$ cat config.mk
export PLATFORM = sky130hd
export DESIGN_NAME = bin_clock_core
export DESIGN_NICKNAME = d
export VERILOG_FILES = /design/src/rtl/bin_clock_core.sv
export SDC_FILE = /design/constraint.sdc
export NUM_CORES = 1
export LEC_CHECK = 0
export BUFFER_PORTS_ARGS = -buffer_cell sky130_fd_sc_hd__buf_2
export CORE_MARGIN = 4
export CORE_UTILIZATION = 35
export DETAILED_ROUTE_END_ITERATION = 12
export PLACE_DENSITY = 0.6
export SLEW_MARGIN = 20
export SYNTH_ARGS = -nofsm -noshare
export SYNTH_HDL_FRONTEND = slang
export SYNTH_SLANG_ARGS = --single-unit
$ cat constraint.sdc
create_clock -name clk_i -period 2.57 [get_ports clk_i]
set_input_delay 0.257 -clock clk_i [delete_from_list [all_inputs] [get_ports clk_i]]
set_output_delay 0.257 -clock clk_i [all_outputs]
set_load 0.02 [all_outputs]
$ cat src/rtl/bin_clock_core.sv
// Binary time-of-day counter (12h/24h) with synchronised step buttons,
// a 1 Hz prescaler tick and a sticky alarm flag.
module bin_clock_core #(
    parameter int CLK_HZ   = 100,
    parameter bit MODE_24H = 1'b0
) (
    input  logic       clk_i,
    input  logic       reset_ni,
    input  logic       time_set_i,
    input  logic       id_switch_i,
    input  logic       seconds_id_i,
    input  logic       minute_id_i,
    input  logic       hour_id_i,
    input  logic       alarm_en_i,
    input  logic [4:0] alarm_hour_i,
    input  logic [5:0] alarm_minute_i,
    input  logic       alarm_pm_i,
    input  logic       alarm_ack_i,
    output logic [4:0] hour_o,
    output logic [5:0] minute_o,
    output logic [5:0] second_o,
    output logic       pm_o,
    output logic       tick_o,
    output logic       alarm_o
);
    localparam int            PW         = $clog2(CLK_HZ);
    localparam logic [PW-1:0] PRESC_LAST = PW'(CLK_HZ - 1);
    localparam logic [4:0]    HOUR_RST   = MODE_24H ? 5'd0 : 5'd12;

    logic          set_s1_q, set_s1_d, set_s2_q, set_s2_d;
    logic [2:0]    btn_s1_q, btn_s1_d, btn_s2_q, btn_s2_d, btn_prev_q, btn_prev_d;
    logic [PW-1:0] presc_q, presc_d;
    logic          tick_q, tick_d;
    logic          alarm_q, alarm_d;
    logic [5:0]    sec_q, sec_d, min_q, min_d;
    logic [4:0]    hour_q, hour_d;
    logic          pm_q, pm_d;
    logic [2:0]    step;
    logic          alarm_hit;

    function automatic logic [5:0] wrap59(input logic [5:0] v, input logic up);
        if (up) return (v >= 6'd59) ? 6'd0 : v + 6'd1;
        return (v == 6'd0 || v > 6'd59) ? 6'd59 : v - 6'd1;
    endfunction

    // 12h hours walk a 24-position ring; pm flips only across the 11<->12 boundary.
    function automatic logic [5:0] hour_step(input logic [4:0] h, input logic pm,
                                             input logic up);
        logic [4:0] nh;
        logic       npm;
        nh  = h;
        npm = pm;
        if (MODE_24H) begin
            if (up) nh = (h >= 5'd23) ? 5'd0 : h + 5'd1;
            else    nh = (h == 5'd0 || h > 5'd23) ? 5'd23 : h - 5'd1;
        end else if (up) begin
            if (h == 5'd11) begin
                nh  = 5'd12;
                npm = ~pm;
            end else if (h >= 5'd12 || h == 5'd0) begin
                nh = 5'd1;
            end else begin
                nh = h + 5'd1;
            end
        end else begin
            if (h == 5'd12) begin
                nh  = 5'd11;
                npm = ~pm;
            end else if (h <= 5'd1 || h > 5'd12) begin
                nh = 5'd12;
            end else begin
                nh = h - 5'd1;
            end
        end
        return {npm, nh};
    endfunction

    always_comb begin
        set_s1_d   = time_set_i;
        set_s2_d   = set_s1_q;
        btn_s1_d   = {hour_id_i, minute_id_i, seconds_id_i};
        btn_s2_d   = btn_s1_q;
        btn_prev_d = btn_s2_q;
        step       = btn_s2_q & ~btn_prev_q;

        presc_d = presc_q;
        tick_d  = 1'b0;
        sec_d   = sec_q;
        min_d   = min_q;
        hour_d  = hour_q;
        pm_d    = pm_q;

        if (set_s2_q) begin
            presc_d = '0;
            if (step[0])      sec_d          = wrap59(sec_q, id_switch_i);
            else if (step[1]) min_d          = wrap59(min_q, id_switch_i);
            else if (step[2]) {pm_d, hour_d} = hour_step(hour_q, pm_q, id_switch_i);
        end else if (presc_q == PRESC_LAST) begin
            presc_d = '0;
            tick_d  = 1'b1;
            sec_d   = wrap59(sec_q, 1'b1);
            if (sec_q == 6'd59) begin
                min_d = wrap59(min_q, 1'b1);
                if (min_q == 6'd59) {pm_d, hour_d} = hour_step(hour_q, pm_q, 1'b1);
            end
        end else begin
            presc_d = presc_q + PW'(1);
        end

        // Match against the time being loaded on this edge, only on a run tick.
        alarm_hit = tick_d && alarm_en_i && (hour_d == alarm_hour_i) &&
                    (min_d == alarm_minute_i) && (sec_d == 6'd0) &&
                    (MODE_24H || (pm_d == alarm_pm_i));
        alarm_d = alarm_q;
        if (alarm_ack_i || !alarm_en_i) alarm_d = 1'b0;
        if (alarm_hit)                  alarm_d = 1'b1;
    end

    always_ff @(posedge clk_i or negedge reset_ni) begin
        if (!reset_ni) begin
            set_s1_q   <= 1'b0;
            set_s2_q   <= 1'b0;
            btn_s1_q   <= '0;
            btn_s2_q   <= '0;
            btn_prev_q <= '0;
            presc_q    <= '0;
            tick_q     <= 1'b0;
            alarm_q    <= 1'b0;
            sec_q      <= '0;
            min_q      <= '0;
            hour_q     <= HOUR_RST;
            pm_q       <= 1'b0;
        end else begin
            set_s1_q   <= set_s1_d;
            set_s2_q   <= set_s2_d;
            btn_s1_q   <= btn_s1_d;
            btn_s2_q   <= btn_s2_d;
            btn_prev_q <= btn_prev_d;
            presc_q    <= presc_d;
            tick_q     <= tick_d;
            alarm_q    <= alarm_d;
            sec_q      <= sec_d;
            min_q      <= min_d;
            hour_q     <= hour_d;
            pm_q       <= pm_d;
        end
    end

    assign hour_o   = hour_q;
    assign minute_o = min_q;
    assign second_o = sec_q;
    assign pm_o     = MODE_24H ? 1'b0 : pm_q;
    assign tick_o   = tick_q;
    assign alarm_o  = alarm_q;

endmodule
### Word level (Yosys, flattened, before mapping)

Index checks and enable logic that the tools add are counted.

| storage, ports and cells | value |
|---|---|
| register bits | 38 |
| word-level logic and storage cells | 110 |

| cells by class | value |
|---|---|
| mux-type cells | 57 |
| add/sub/neg operators | 7 |
| reductions and logical operators | 16 |
| $lt $le $gt $ge | 7 |
| bitwise gates (word level) | 3 |
| equal/unequal tests | 8 |

Operators by type and width:

| kind | count |
|---|---|
| $mux 6 | 18 |
| $mux 5 | 12 |
| $mux 1 | 25 |
| $logic_not 6->1 | 3 |
| $mux 7 | 2 |
| $add 6x1->6 const B | 2 |
| $eq 6x6->1 const B | 2 |
| $ge 6x6->1 const B | 2 |
| $gt 6x6->1 const B | 2 |
| $sub 6x1->6 const B | 2 |
| $eq 5x4->1 const B | 2 |
| $add 7x1->7 const B | 1 |
| $eq 7x7->1 const B | 1 |
| $eq 6x6->1 | 1 |
| $add 5x1->5 const B | 1 |
| $eq 5x5->1 | 1 |
| $ge 5x4->1 const B | 1 |
| $gt 5x4->1 const B | 1 |
| $le 5x1->1 const B | 1 |
| $logic_and 1x1->1 | 5 |
| $logic_not 5->1 | 1 |
| $logic_or 1x1->1 | 5 |
| $sub 5x1->5 const B | 1 |
| $and 3x3->3 | 1 |
| other kinds (5) | 5 |

### Logic depth before layout (Yosys ltp)

Gate-level depths: netlist of the first run.

| logic depth | value |
|---|---|
| depth in word-level cells | 15 |
| mapped depth | 11 |

### Worst setup path before layout of the first run

Ideal clock, no wire load.

| timing | value |
|---|---|
| path type | flip-flop to flip-flop |
| start point | register hour_q[0] (netlist: hour_o[0]) |
| end point | register alarm_q (netlist: alarm_o) |
| stages on the path, launching flop included | 11 |
| path slack | -67 ps |
| arrival time | 2571 ps |
| period minus slack after synthesis | 2637 ps |
| required time | 2504 ps |
| setup time | 66 ps |
| buffers on the path | 0 |
| cell sequence | dfrtp_1 inv_1 ha_1 nor3b_1 a2111o_1 a31oi_1 nor4_1 or4_1 nor4_1 nand4_1 nand2_1 |

| on the way | value |
|---|---|
| word-level cells in the longest chain between the ends | 15 |
| elaborated cells on any way between the ends | 40 |
| classes of those cells | 2 x add/sub; 3 x order compare; 4 x eq/ne; 23 x mux; 8 x reduce/logical |

RTL lines:

| element | line | text |
|---|---|---|
| from (decl) | 36 | `logic [4:0] hour_q, hour_d;` |
| from (signal assigned) | 144 | `hour_q <= hour_d;` |
| $le 5x1->1 (tied with other cells) | -- |  |
| $logic_or 1x1->1 (on tied branches) | -- |  |
| $mux 5 (on tied branches) | 69, 60 |  |
| $mux 5 (on tied branches) | 66, 57 |  |
| $mux 5 | 56 | `end else if (up) begin` |
| $mux 5 | 97 | `else if (step[2]) {pm_d, hour_d} = hour_step(hour_q, pm_q, id_switch_i);` |
| $mux 5 | 96 | `else if (step[1]) min_d = wrap59(min_q, id_switch_i);` |
| $mux 5 | 95 | `if (step[0]) sec_d = wrap59(sec_q, id_switch_i);` |
| $mux 5 | 93 | `if (set_s2_q) begin` |
| $eq 5x5->1 | 111 | `alarm_hit = tick_d && alarm_en_i && (hour_d == alarm_hour_i) &&` |
| $logic_and 1x1->1 (2 in series) | 111 |  |
| $logic_and 1x1->1 | 112 | `(min_d == alarm_minute_i) && (sec_d == 6'd0) &&` |
| $logic_and 1x1->1 * | 112 |  |
| $mux 1 / $reduce_bool 2->1 (equally long branches) | -- |  |
| to (signal assigned) | 141 | `alarm_q <= alarm_d;` |
| to (decl) | 34 | `logic alarm_q, alarm_d;` |

Every way passes the cells marked *; elsewhere a longest branch is shown, timed or not.
A chain may end at the register's enable or synchronous reset.

### Worst setup path after layout of the first run

| timing | value |
|---|---|
| start point | register sec_q[2] (netlist: second_o[2]) |
| end point | register alarm_q (netlist: alarm_o) |

| on the way | value |
|---|---|
| word-level cells in the longest chain between the ends | 10 |
| elaborated cells on any way between the ends | 34 |
| classes of those cells | 2 x add/sub; 2 x order compare; 4 x eq/ne; 18 x mux; 8 x reduce/logical |

RTL lines:

| element | line | text |
|---|---|---|
| from (decl) | 35 | `logic [5:0] sec_q, sec_d, min_q, min_d;` |
| from (signal assigned) | 129 | `sec_q <= '0;` |
| from (signal assigned) | 142 | `sec_q <= sec_d;` |
| $add 6x1->6 (tied with other cells) | 42 | `if (up) return (v >= 6'd59) ? 6'd0 : v + 6'd1;` |
| $mux 6 (tied with other cells) (2 in series) | 42 |  |
| $mux 6 / $mux 5 (equally long branches) | 43, 93 |  |
| $mux 6 (tied with other cells) | 95 |  |
| $mux 6 / $logic_and 1x1->1 (equally long branches) | 93, 111 |  |
| $logic_not 6->1 / $logic_and 1x1->1 (equally long branches) | 112, 111 |  |
| $logic_and 1x1->1 | 112 |  |
| $logic_and 1x1->1 * | 112 |  |
| $mux 1 / $reduce_bool 2->1 (equally long branches) | -- |  |

Every way passes the cells marked *; elsewhere a longest branch is shown, timed or not. The select of a mux whose other input is x is not followed.

==> results of run 1 <==
[state kept, by name (all words and copies together) (netlist names)]
| register | cells |
|---|---|
| btn_prev_q | 3 |
| tick_o | 1 |
| set_s2_q | 1 |
| presc_q | 7 |
| minute_o | 6 |
| second_o | 6 |
| alarm_o | 1 |
| btn_s1_q | 3 |
| set_s1_q | 1 |
| btn_prev_d | 3 |
| hour_o | 5 |
| pm_o | 1 |
[worst min-delay path by stage]
stage                 start             to  cells past startpoint
6_report           reset_ni    second_o[0]                      1
4_1_cts        seconds_id_i    btn_s1_q[0]                      1
5_1_grt         minute_id_i    btn_s1_q[1]                      1
2_1_floorplan      reset_ni        alarm_o                      0
3_5_place_dp    btn_s1_q[1]  btn_prev_d[1]                      0
3_3_place_gp    btn_s1_q[2]  btn_prev_d[2]                      0
[what timing repair did]
action,in CTS,in global routing
pin swaps,0,10
buffers inserted,2,7
gates resized for setup,3,35
endpoints found under the setup margin,1,1
[area by class of cell]
type / instances / area share
clock inverters: 3 / 0.01635
inverters: 18 / 0.01694
flip-flops and latches: 38 / 0.2280
multi-input cells: 300 / 0.5241
clock buffers: 5 / 0.01635
well taps: 108 / 0.03210
repair buffers: 106 / 0.1662
[logic make-up after synthesis]
logic type | share of synthesized area
simple gates | 0.2701
compound gates | 0.2741
buf+inv | 0.05836
flops | 0.3005
xor+xnor | 0.03746
fa+ha+maj | 0.04337
mux | 0.01617
[routing by layer]
metal | vias up | routed length [um] | track usage
met5 | - | 0 | 0
met4 | 0 | 156 | 0.06673
met3 | 14 | 547 | 0.03353
met2 | 120 | 5002 | 0.3296
met1 | 1655 | 4472 | 0.2553
li1 | 1632 | - | -
[power groups by stage]
stage | registers (uW) | clock network, uW | logic (uW)
5_1_grt | 834 | 668 | 1530
6_report | 818 | 624 | 1400
3_5_place_dp | 819 | 0 | 1280
4_1_cts | 806 | 635 | 1310
2_1_floorplan | 883 | 0 | 718
3_3_place_gp | 819 | 0 | 1260
[worst max-delay path, delay by kind of cell, from the launching register on]
family | cells | cell delay (ps)
flops | 1 | 450
buf+inv | 2 | 350
simple gates | 4 | 820
compound gates | 4 | 770
[per-stage QoR]
step           hold WS, ps  worst slack [ps]  std cells  TNS [ps]  power (uW)
3_5_place_dp         336.2            -86.91        561    -86.91        2097
3_3_place_gp         335.2            -84.77        561    -84.77        2080
5_1_grt              53.87            -36.37        578    -36.37        3036
2_1_floorplan       -38.59             12.66        384         0        1602
4_1_cts              58.80             1.229        571         0        2748
6_report             63.72             104.4        578         0        2839
[cell usage after synthesis, types with 7 or more instances]
cell type / n / area (um^2)
a31oi_1: 10 / 62.56
inv_1: 17 / 63.81
clkbuf_1: 18 / 67.56
nand3_1: 19 / 95.09
and3_1: 9 / 56.30
dfrtp_1: 36 / 900.9
nor3_1: 13 / 65.06
ha_1: 11 / 137.6
o21ai_0: 20 / 100.1
nor2_1: 31 / 116.4
nand2b_1: 10 / 62.56
a211oi_1: 10 / 75.07
nor2b_1: 7 / 43.79
nand2_1: 27 / 101.4
a21oi_1: 22 / 110.1
==> metrics.md, run 1 <==
| Metric | Value |
|---|---|
| FF-to-FF setup slack | `100 ps` |
| Reg2reg end | `alarm_o` |
| Avg Cell Area, Syn | `8.263 um^2` |
| Crit path max fanout | `6` |
| Drc violations | `0` |
| Nets | `501` |
| Final setup violation count | `0` |
| H-tree depth | `2` |
| Lkg Pwr | `0.001832 uW` |
| Share of layout cells above drive strength 1 | `0.3426` |
| Avg WL per Cell | `17.61 um` |
| WS Path Type | `reg2reg` |
| Clk Tree Root Cell | `clkbuf_8` |
| Max IR drop VDD | `0.3357 mV` |
| Hold Vio Cnt, Final | `0` |
| Critical Path, Cell by Cell | `buf_4 > nor3_1 > o21ai_0 > o31ai_1 > o32a_1 > o221ai_2 > nor4_2 > buf_4 > nand4_1 > nand2_1` |
| Power Density | `674.5 mW/mm^2` |
| Fmax | `0.4056 GHz` |
| IO buf count | `40` |
| Post-synth ARST share | `1.000` |
| Most frequent cells in the layout | `65 x buf_4, 40 x buf_2, 31 x dfrtp_1` |
| Crit path capture | `alarm_o` |
| P_sw | `1142 uW` |
| Clock transition at path regs | `90 ps` |
| Clock power share | `0.220` |
| Area occupied by multi-input gates | `0.002206 mm^2` |
| Sink Count | `38` |
| Crit path required time | `2800 ps` |
| R2r startpoint | `second_o[2]` |
| # diodes | `0` |
| Distinct cell type count after synthesis | `81` |
| EDFF count, synth | `0` |
| Hold Buf Count CTS | `0` |
| Initial antenna violation count | `0` |
| Max incr delay on CP | `450 ps` |
| Top-Level Pins | `41` |
| Placed cell areas | `0.003822 mm^2` |
| Num CTS Buffers | `5` |
| Clock latency on the worst-skew pair | `300 ps` |
| Starting Density | `0.3621` |
| Die Width | `103.2 um` |
| Post-synthesis sequential area ratio | `0.3005` |
| Tmin final | `2466 ps` |
| Total Wirelength | `10.18 mm` |
| Combinational share of power | `0.492` |
| Slowest stage cell, crit path | `dfrtp_1` |
| Netlist Area Pre-Place | `0.003173 mm^2` |
| Setup crit end kind | `register` |
| HPWL Detailed | `7.553 mm` |
| #FFs+latches synth | `38` |
| Fin. max-slew vios | `0` |
| Placer Congestion | `0.9177` |
| Grt ovf | `0` |
| Crit path launch type | `register` |
| Die Area | `0.01065 mm^2` |
| FF+latch area | `959.7 um^2` |
| Main synth FF type | `dfrtp_1` |
| Critical Path AT | `2690 ps` |
| Syn Inst Count | `384` |
| Number of global-route vias before repair | `3386` |
| Vias | `3421` |
| Fill count | `868` |
| Final Cycle Share | `0.9594` |
| Path depth of the worst reg2reg path | `10` |
| Syn_nets | `416` |
| Crit-path most repeated cell | `buf_4` |
| 1st-iter DRT viols | `149` |
| P_int | `1697 uW` |
| GRT Util Overall | `0.1961` |
| Slew headroom | `0.4113` |
| Sw Ratio | `0.4022` |
| CTS tree | `yes` |
| Commonest non-fill, non-tap cell in the layout | `buf_4` |
| Setup Skew | `15.41 ps` |
| Hold WC Path Type | `in2async` |
| Status | `finished, final reports clean` |
| End-of-flow core utilization | `0.4803` |
| Yosys Warn Count | `0` |
| Vias per Instance | `5.919` |
| First-pass GRT wire length | `16.59 mm` |
| Core footprint | `0.008763 mm^2` |
| Tightest Pin Transition | `883.0 ps` |
| # rows | `34` |
| Max Cap Viol | `0` |
| Reg power frac | `0.288` |
| Largest net degree at the start of global routing | `39` |
| Synth-to-layout area growth | `32.65%` |
| CTS max path bufs | `2` |
| Design area | `0.004209 mm^2` |
| Die Ht | `103.2 um` |
| Drt first pass iters | `5` |
| Crit path launch | `second_o[2]` |
| Antenna Nets Post-Route | `0` |
(Power assumes the default switching activity.)
==> run 2: changes to the inputs <==
CELL_PAD_IN_SITES_DETAIL_PLACEMENT = 1   (was not set)
CELL_PAD_IN_SITES_GLOBAL_PLACEMENT = 1   (was not set)
PLACE_DENSITY = 0.74   (was 0.6)
SKIP_LAST_GASP = 1   (was not set)
==> run 2 against run 1 <==
Net effect: clock-buffer cell count is 1 higher; first-iteration DRC count is 8.1% higher; hold slack hardly changed; register-to-register slack worse by 30 ps; flip-flop and latch count stayed put; die area stayed put; core utilization is 0.60 points lower; clock power is 31% lower; sequential share of layout area is 0.26 points higher; fmax is 1.0% lower; largest cell class unchanged; critical path depth is 1 higher; routed wire length is 14% higher.
==> metrics.md, run 2 (same netlist as run 1, synthesis figures left out) <==
| Metric | Value |
|---|---|
| Critical Path AT | `2740 ps (+50 ps)` |
| PnR worst setup slack | `79.17 ps (-25.25 ps)` |
| H-tree depth | `2 (unchanged)` |
| Grt ovf | `0 (unchanged)` |
| Fmax | `0.4015 GHz (-1.0%)` |
| Clk Tree Root Cell | `clkbuf_8` |
| Drt first pass iters | `4 (-1)` |
| Total Wirelength | `11.61 mm (+14%)` |
| Crit path max fanout | `5 (-1)` |
| Most frequent cells in the layout | `60 x buf_4, 40 x buf_2, 32 x dfrtp_1` |
| Lkg Pwr | `0.001809 uW (-1.2%)` |
| Avg WL per Cell | `20.22 um (+15%)` |
| Slew headroom | `0.3868 (-0.02451)` |
| GRT Util Overall | `0.2210 (+0.02492)` |
| # diodes | `0 (unchanged)` |
| Hold Vio Cnt, Final | `0 (unchanged)` |
| Min-delay src | `seconds_id_i` |
| WS Path Type | `reg2reg` |
| Initial antenna violation count | `0 (unchanged)` |
| Share of layout cells above drive strength 1 | `0.3283 (-0.01423)` |
| Reg2reg end | `alarm_o` |
| Fin. max-slew vios | `0 (unchanged)` |
| Synth-to-layout area growth | `30.99%` |
| Register with the most flip-flops | `presc_q` |
| FF-to-FF setup slack | `80 ps (-30 ps)` |
| Hold Buf Count CTS | `0 (unchanged)` |
| Drc violations | `0 (unchanged)` |
| Hold EP | `btn_s1_q[0]` |
| Largest register FFs | `7 (unchanged)` |
| CTS max path bufs | `2 (unchanged)` |
| Clock transition at path regs | `90 ps (about the same)` |
| Starting Density | `0.3621 (unchanged)` |
| Nets | `497 (-0.80%)` |
| Crit path launch type | `register` |
| First-pass GRT wire length | `18.39 mm (+11%)` |
| Crit path required time | `2820 ps (+20 ps)` |
| Die Width | `103.2 um (unchanged)` |
| FF+latch area | `958.4 um^2 (-0.13%)` |
| Largest net degree at the start of global routing | `39 (unchanged)` |
| Vias per Instance | `5.969 (+0.84%)` |
| Path depth of the worst reg2reg path | `11 (+1)` |
| Clock latency on the worst-skew pair | `300 ps (about the same)` |
| Hold Slack | `63.39 ps (-0.3305 ps)` |
| Tmin final | `2491 ps (+25.25 ps)` |
| Die Ht | `103.2 um (unchanged)` |
| Commonest non-fill, non-tap cell in the layout | `buf_4` |
| Fin Setup TNS | `0 ps (unchanged)` |
| Final Cycle Share | `0.9692 (+0.009824)` |
| Area occupied by multi-input gates | `0.002231 mm^2 (+1.1%)` |
| Core footprint | `0.008763 mm^2 (unchanged)` |
| Setup WS pre-CTS | `-129.0 ps (-42.06 ps)` |
| Antenna Nets Post-Route | `0 (unchanged)` |
| Power Density | `645.6 mW/mm^2 (-4.3%)` |
| Sink Count | `38 (unchanged)` |
| Die Area | `0.01065 mm^2 (unchanged)` |
| HPWL Detailed | `8.404 mm (+11%)` |
| Design area | `0.004156 mm^2 (-1.2%)` |
| Hold WC Path Type | `in2reg` |
| Status | `finished, final reports clean` |
| Tightest Pin Transition | `919.8 ps (+36.76 ps)` |
| 1st-iter DRT viols | `161 (+8.1%)` |
| Number of global-route vias before repair | `3621 (+6.9%)` |
| Num CTS Buffers | `5 (unchanged)` |
| Worst Hold Path Cells | `1` |
| Setup Skew | `11.70 ps (-3.709 ps)` |
| Placer Congestion | `0.8852 (-3.5%)` |
| R2r startpoint | `hour_o[0]` |
| CTS tree | `yes` |
| Setup crit end kind | `register` |
| Placed cell areas | `0.003790 mm^2 (-0.85%)` |
| Top-Level Pins | `41 (unchanged)` |
| IO buf count | `40 (unchanged)` |
| Max Cap Viol | `0 (unchanged)` |
| Final setup violation count | `0 (unchanged)` |
| Vias | `3426 (+0.15%)` |
| Max IR drop VDD | `0.2944 mV (-12%)` |
| # rows | `34 (unchanged)` |
| Fill count | `1050 (+21%)` |
| End-of-flow core utilization | `0.4743 (-0.005997)` |
[run 2: cell count changes in the layout (fill, tap and decap cells not counted), sizes merged]
cell	before	now
buf	106	102
bufinv	2	0
clkinv	2	3
clkbuf	5	6
clkinvlp	1	0
inv	16	17
[run 2: critical path: stages (launching register included)]
cell and delay [ps]:
dfrtp_2 440, buf_4 160, ha_1 190, o21bai_1 200, a211o_1 330, o211ai_1 230, a32oi_2 170, o2bb2ai_1 170
a211oi_1 220, buf_4 150, nand4_1 90, nand2_1 80
[run 2: area by class of cell]
type / count / share of cell area
Clock buffer: 6 / 0.01746
Clock inverter: 2 / 0.002408
Inverter: 18 / 0.01626
Multi-Input combinational cell: 300 / 0.5367
Sequential cell: 38 / 0.2306
Tap cell: 108 / 0.03251
Timing Repair Buffer: 102 / 0.1641
[run 2: metal layers]
layer	up-vias	GRT usage	routed length (um)
met2	75	0.3902	5846
met4	0	0.09661	446
li1	1617	-	-
met1	1702	0.2629	4881
met5	-	0	0
met3	32	0.03756	434
[run 2: power breakdown]
group | switching, uW | internal (uW) | total (uW)
Combinational | 818 | 611 | 1430
Clock | 241 | 189 | 430
Sequential | 135 | 690 | 825
Total | 1190 | 1490 | 2680
[run 2: metrics by stage]
step           cells  power, uW
3_3_place_gp     555       2065
5_1_grt          574       2873
3_5_place_dp     555       2110
6_report         574       2684
4_1_cts          563       2568
2_1_floorplan    384       1602
[run 2: timing repair]
action                                  4_1_cts  5_1_grt
pin swaps                                     1       16
gates cloned                                  0        0
endpoints found under the setup margin        1        1
buffers inserted                              0       11
gates resized for setup                       6       31
[run 2: worst max-delay path by stage]
stage                 from  endpoint  cells past startpoint
2_1_floorplan    hour_o[1]   alarm_o                     10
3_3_place_gp   minute_o[0]   alarm_o                      9
3_5_place_dp   minute_o[0]   alarm_o                      9
4_1_cts         presc_q[0]   alarm_o                     11
5_1_grt        second_o[2]   alarm_o                      8
6_report         hour_o[0]   alarm_o                     11
